<file path="config.mk">
export PLATFORM = sky130hd
export DESIGN_NAME = cpu_sequencer
export DESIGN_NICKNAME = d
export VERILOG_FILES = /design/src/rtl/cpu_sequencer.sv
export SDC_FILE = /design/constraint.sdc
export NUM_CORES = 1
export LEC_CHECK = 0
export CAP_MARGIN = 5
export CORE_AREA = 4 4 41 43
export CTS_CLUSTER_DIAMETER = 120
export CTS_CLUSTER_SIZE = 25
export DETAILED_ROUTE_END_ITERATION = 12
export DIE_AREA = 0 0 45 47
export GPL_TIMING_DRIVEN = 0
export PLACE_DENSITY = 0.71
export SLEW_MARGIN = 10
export SYNTH_ARGS = -nofsm -noshare
export SYNTH_HDL_FRONTEND = slang
export SYNTH_SLANG_ARGS = --single-unit
</file>
<file path="constraint.sdc">
create_clock -name clock -period 3.6 [get_ports clock]
set_input_delay 0.54 -clock clock [delete_from_list [all_inputs] [get_ports clock]]
set_output_delay 0.54 -clock clock [all_outputs]
set_load 0.1 [all_outputs]
</file>
<file path="src/rtl/cpu_sequencer.sv">
// Eight-phase instruction sequencer with halt and program-load modes.
// Optional single-step hold in the IDLE phase is enabled by defining SEQ_STEP_EN.
module cpu_sequencer (
  input  logic       clock,
  input  logic       reset,
  input  logic       Load,
  input  logic       step,
  input  logic [2:0] Opcode,
  input  logic       zero,
  output logic       sel,
  output logic       rd,
  output logic       ld_ir,
  output logic       inc_pc,
  output logic       ld_pc,
  output logic       ld_ac,
  output logic       wr,
  output logic       data_e,
  output logic       halt,
  output logic       load_busy,
  output logic [2:0] phase
);

  typedef enum logic [3:0] {
    S_INST_ADDR,
    S_INST_FETCH,
    S_INST_LOAD,
    S_IDLE,
    S_OP_ADDR,
    S_OP_FETCH,
    S_ALU_OP,
    S_STORE,
    S_HALTED,
    S_LOADING
  } state_e;

  typedef enum logic [2:0] {
    OP_HLT, OP_SKZ, OP_ADD, OP_AND, OP_XOR, OP_LDA, OP_STO, OP_JMP
  } opcode_e;

  state_e state_q, state_d;
  logic   run_q;

  logic   aluop, is_sto, is_jmp, is_skz, is_hlt;

  assign aluop  = (Opcode == OP_ADD) || (Opcode == OP_AND) ||
                  (Opcode == OP_XOR) || (Opcode == OP_LDA);
  assign is_sto = (Opcode == OP_STO);
  assign is_jmp = (Opcode == OP_JMP);
  assign is_skz = (Opcode == OP_SKZ);
  assign is_hlt = (Opcode == OP_HLT);

`ifndef SEQ_STEP_EN
  logic unused_step;
  assign unused_step = step;
`endif

  always_comb begin
    state_d = state_q;
    if (Load) begin
      state_d = S_LOADING;
    end else begin
      case (state_q)
        S_INST_ADDR:  state_d = S_INST_FETCH;
        S_INST_FETCH: state_d = S_INST_LOAD;
        S_INST_LOAD:  state_d = S_IDLE;
`ifdef SEQ_STEP_EN
        S_IDLE:       state_d = step ? S_OP_ADDR : S_IDLE;
`else
        S_IDLE:       state_d = S_OP_ADDR;
`endif
        S_OP_ADDR:    state_d = is_hlt ? S_HALTED : S_OP_FETCH;
        S_OP_FETCH:   state_d = S_ALU_OP;
        S_ALU_OP:     state_d = S_STORE;
        S_STORE:      state_d = S_INST_ADDR;
        S_HALTED:     state_d = S_HALTED;
        S_LOADING:    state_d = S_INST_ADDR;
        default:      state_d = S_INST_ADDR;
      endcase
    end
  end

  // run_q delays the first advance by one edge so reset release is synchronised.
  always_ff @(posedge clock or negedge reset) begin
    if (!reset) begin
      state_q <= S_INST_ADDR;
      run_q   <= 1'b0;
    end else begin
      run_q <= 1'b1;
      if (run_q) state_q <= state_d;
    end
  end

  always_comb begin
    sel       = 1'b0;
    rd        = 1'b0;
    ld_ir     = 1'b0;
    inc_pc    = 1'b0;
    ld_pc     = 1'b0;
    ld_ac     = 1'b0;
    wr        = 1'b0;
    data_e    = 1'b0;
    halt      = 1'b0;
    load_busy = 1'b0;
    phase     = 3'd0;
    case (state_q)
      S_INST_ADDR: begin
        phase = 3'd0;
        sel   = 1'b1;
      end
      S_INST_FETCH: begin
        phase = 3'd1;
        sel   = 1'b1;
        rd    = 1'b1;
      end
      S_INST_LOAD: begin
        phase = 3'd2;
        sel   = 1'b1;
        rd    = 1'b1;
        ld_ir = 1'b1;
      end
      S_IDLE: begin
        phase = 3'd3;
        sel   = 1'b1;
        rd    = 1'b1;
      end
      S_OP_ADDR: begin
        phase  = 3'd4;
        inc_pc = 1'b1;
      end
      S_OP_FETCH: begin
        phase = 3'd5;
        rd    = aluop;
      end
      S_ALU_OP: begin
        phase  = 3'd6;
        rd     = aluop;
        inc_pc = is_skz & zero;
        ld_pc  = is_jmp;
        data_e = is_sto;
      end
      S_STORE: begin
        phase  = 3'd7;
        rd     = aluop;
        ld_ac  = aluop;
        ld_pc  = is_jmp;
        wr     = is_sto;
        data_e = is_sto;
      end
      S_HALTED: begin
        phase = 3'd4;
        halt  = 1'b1;
      end
      S_LOADING: begin
        phase     = 3'd0;
        load_busy = 1'b1;
      end
      default: phase = 3'd0;
    endcase
  end

endmodule

</file>
==> results.json, run 1 <==
{
  "status": "finished clean",
  "synth.avg_cell_area_um2": 9.106,
  "syn2layout_area_growth_pct": 49.11,
  "fmax_mhz": 309.8,
  "n_antenna_cell": 0,
  "cts_setup_buffers": 0,
  "max_slew_margin_pct": 35.10,
  "drv_slew": 0,
  "synth_common_cells": "nor2_1, buf_6, dfrtp_1",
  "synth.most_common_cell": "nor2_1",
  "cts-buffers-inserted": 3,
  "core_area_um2": 1301,
  "die-width_um": 45,
  "yosys_warnings": 0,
  "slowest_delay_ps": 1170,
  "p_clk_share_pct": 19.5,
  "fin_skew_ps": 3.027,
  "r2r_start": "state_q[2]",
  "worstMarginPinSlew_ps": 970.4,
  "dp_hpwl_um": 909.8,
  "yosysSeqAreaShare_pct": 25.45,
  "gr-total-overflow": 0,
  "die_area_um2": 2115,
  "ctsLongestPathBuffers": 2,
  "setup_tns_ps": 0,
  "worst_setup_path_start_kind": "input port",
  "finish.instance_area_um2": 733.2,
  "setup_violations": 0,
  "clkTransAtPathRegs_ps": 50,
  "ant_nets": 0,
  "firstDrtPassIters": 3,
  "initial_core_util_pct": 37.79,
  "nets": 86,
  "insertion_delay_ps": 240,
  "synth_top_area_share_pct": 25.45,
  "crit_cells": 5,
  "grt_pass1_vias": 448,
  "leakage_nw": 0.3087,
  "hold_ws_ps": 527.7,
  "cts_hold_buf": 0,
  "hold_viol": 0,
  "post_cts_resized": 0,
  "peakVddDrop_mv": 0.2026,
  "synth_edf_count": 0,
  "viasPerCell": 5.098,
  "cts_num_sinks": 5,
  "cpLargestDelayFamily": "buffers and inverters",
  "cts_tree": "built",
  "synthTopCellsByArea": "dfrtp_1, buf_6, o32ai_2, nor2_1, xnor2_1",
  "ioPinCount": 21,
  "path_common_cell": "clkdlybuf4s50_1",
  "post-place-ws_ps": 354.9,
  "grt_pass1_wl_mm": 1.842,
  "h-tree-depth": 1,
  "crit_buf_inv": 2,
  "worstHoldPathType": "in -> async",
  "die_y_um": 47,
  "synth_nets": 62,
  "antenna_found_initial": 0,
  "drt-initial-drc-count": 7,
  "fin_ws_ps": 372.6,
  "p_per_area_nw_per_um2": 454.2,
  "portBuffers": 19,
  "path_class": "in -> out",
  "netlist_area_um2": 491.7,
  "cp-end-kind": "output pin",
  "pwr-share-seq_pct": 20.2,
  "cap_violations": 0,
  "syn_inst": 54,
  "period_needed_ps": 3227,
  "critical_path.reg2reg.endpoint": "state_q[2]",
  "cts_root_buf": "clkbuf_4",
  "placed_cell_area_um2": 706.9,
  "slowest_stage": "clkdlybuf4s50_1",
  "rr_worst_depth": 4,
  "grt_max_degree": 11,
  "vias": 469,
  "core.rowCount": 13,
  "synth_cell_types": 31,
  "switching_share_pct": 50.40,
  "wirelength_mm": 1.165,
  "synth_largest_area_cell": "dfrtp_1",
  "rsz0062_at_grt": "no",
  "critPathArrivalTime_ps": 2690,
  "worst_ep_required_time_ps": 3060,
  "p_int_w": 0.0001652,
  "cp_max_fo": 6,
  "wire_per_inst_um": 12.66,
  "synthFlopType": "dfrtp_1",
  "layout-drive-gt1-share_pct": 20.78,
  "r2r_slack_ps": 2330,
  "grtUsageTotal_pct": 12.00,
  "crit_chain": "clkdlybuf4s50_1 > nor2_1 > nand3_1 > a211oi_1 > clkdlybuf4s50_1",
  "place_congestion": 0.7682,
  "synthArstFlopShare_pct": 100.0,
  "p_sw_w": 0.0001678,
  "drc_errors": 0,
  "synth-seq-cells": 5,
  "fin_crit_sh_pct": 89.65,
  "combinationalPowerShare_pct": 60.3
}
==> worst max path at each step <==
stage / endpoint / slack, ps / from
floorplan: inc_pc / 90 / Opcode[1]
global placement: inc_pc / 390 / Opcode[1]
detailed placement: inc_pc / 350 / Opcode[2]
CTS: inc_pc / 350 / Opcode[2]
global route: inc_pc / 280 / Opcode[1]
finish: inc_pc / 370 / Opcode[2]
==> stage by stage <==
step                utilization [%]  total power [W]  cells
finish                        56.35        0.0003330     92
global route                  56.35        0.0003511     92
global placement              54.33        0.0002681     88
detailed placement            54.33        0.0002697     88
floorplan                         -        0.0002242     54
CTS                           56.35        0.0003377     92
==> per-layer routing <==
metal / vias to the layer above / track usage, % / wire (µm)
met1: 211 / 14.35 / 532
met2: 14 / 19.77 / 548
met5: - / 0 / 0
li1: 244 / - / -
met3: 0 / 2.682 / 84
met4: 0 / 7.018 / 0
==> cell usage in the layout (no fill, tap or decap), drive strengths merged, types with 2 or more instances in the layout <==
master,n
a211oi,2
and4,2
buf,5
clkbuf,4
clkdlybuf4s50,19
dfrtp,5
inv,5
nand2,2
nand2b,2
nand3,2
nor2,6
nor3,2
nor4,2
o32ai,2
xnor2,2
==> cell families after synthesis <==
kind of cell,share of synthesized area [%]
AND/OR/NAND/NOR,28.76
other,0.7626
AO/OA/AOI/OAI,22.14
flip-flops,25.45
multiplexers,3.053
XOR/XNOR,3.563
buffers and inverters,16.28
==> power by group through the flow <==
| stage | Clock, W | Sequential (W) | Combinational, W |
|---|---|---|---|
| after floorplan | 0 | 0.0000670 | 0.000157 |
| after global placement | 0 | 0.0000679 | 0.000200 |
| after detailed placement | 0 | 0.0000682 | 0.000201 |
| after CTS | 0.0000683 | 0.0000675 | 0.000202 |
| after global routing | 0.0000727 | 0.0000686 | 0.000210 |
| final | 0.0000648 | 0.0000674 | 0.000201 |
==> flip-flops by register name, summed over array words and instances, names as in the netlist <==
register and count:
state_q 4, run_q 1
==> layout make-up <==
class,instances,area (µm²)
well taps,15,18.77
flip-flops and latches,5,125.1
multi-input cells,39,292.8
inverters,5,23.77
repair buffers,19,190.2
plain buffers,5,56.30
clock buffers,4,26.28
fillers,139,568.0
==> worst reg2reg max path, cell delays in order, from the launching register on <==
cell and delay (ps):
dfrtp_1 410, buf_6 160, nor3_1 230, a32oi_1 100, o32ai_2 270
Power figures use the tool's default switching activity.
==> run 2: changes to the inputs <==
clock period = 4 ns   (was 3.6 ns; I/O delays follow)
==> results of run 2 <==
The final DEF is identical to that of run 1. Status: finished clean.
Main changes from that run: setup slack after placement 354.9 ps -> 634.9 ps; setup slack after layout 372.6 ps -> 652.6 ps; hold slack 527.7 ps -> 583.9 ps; register-to-register setup slack 2330 ps -> 2730 ps; total power 0.0003330 W -> 0.0002997 W; worst IR drop on VDD 0.2026 mV -> 0.1824 mV
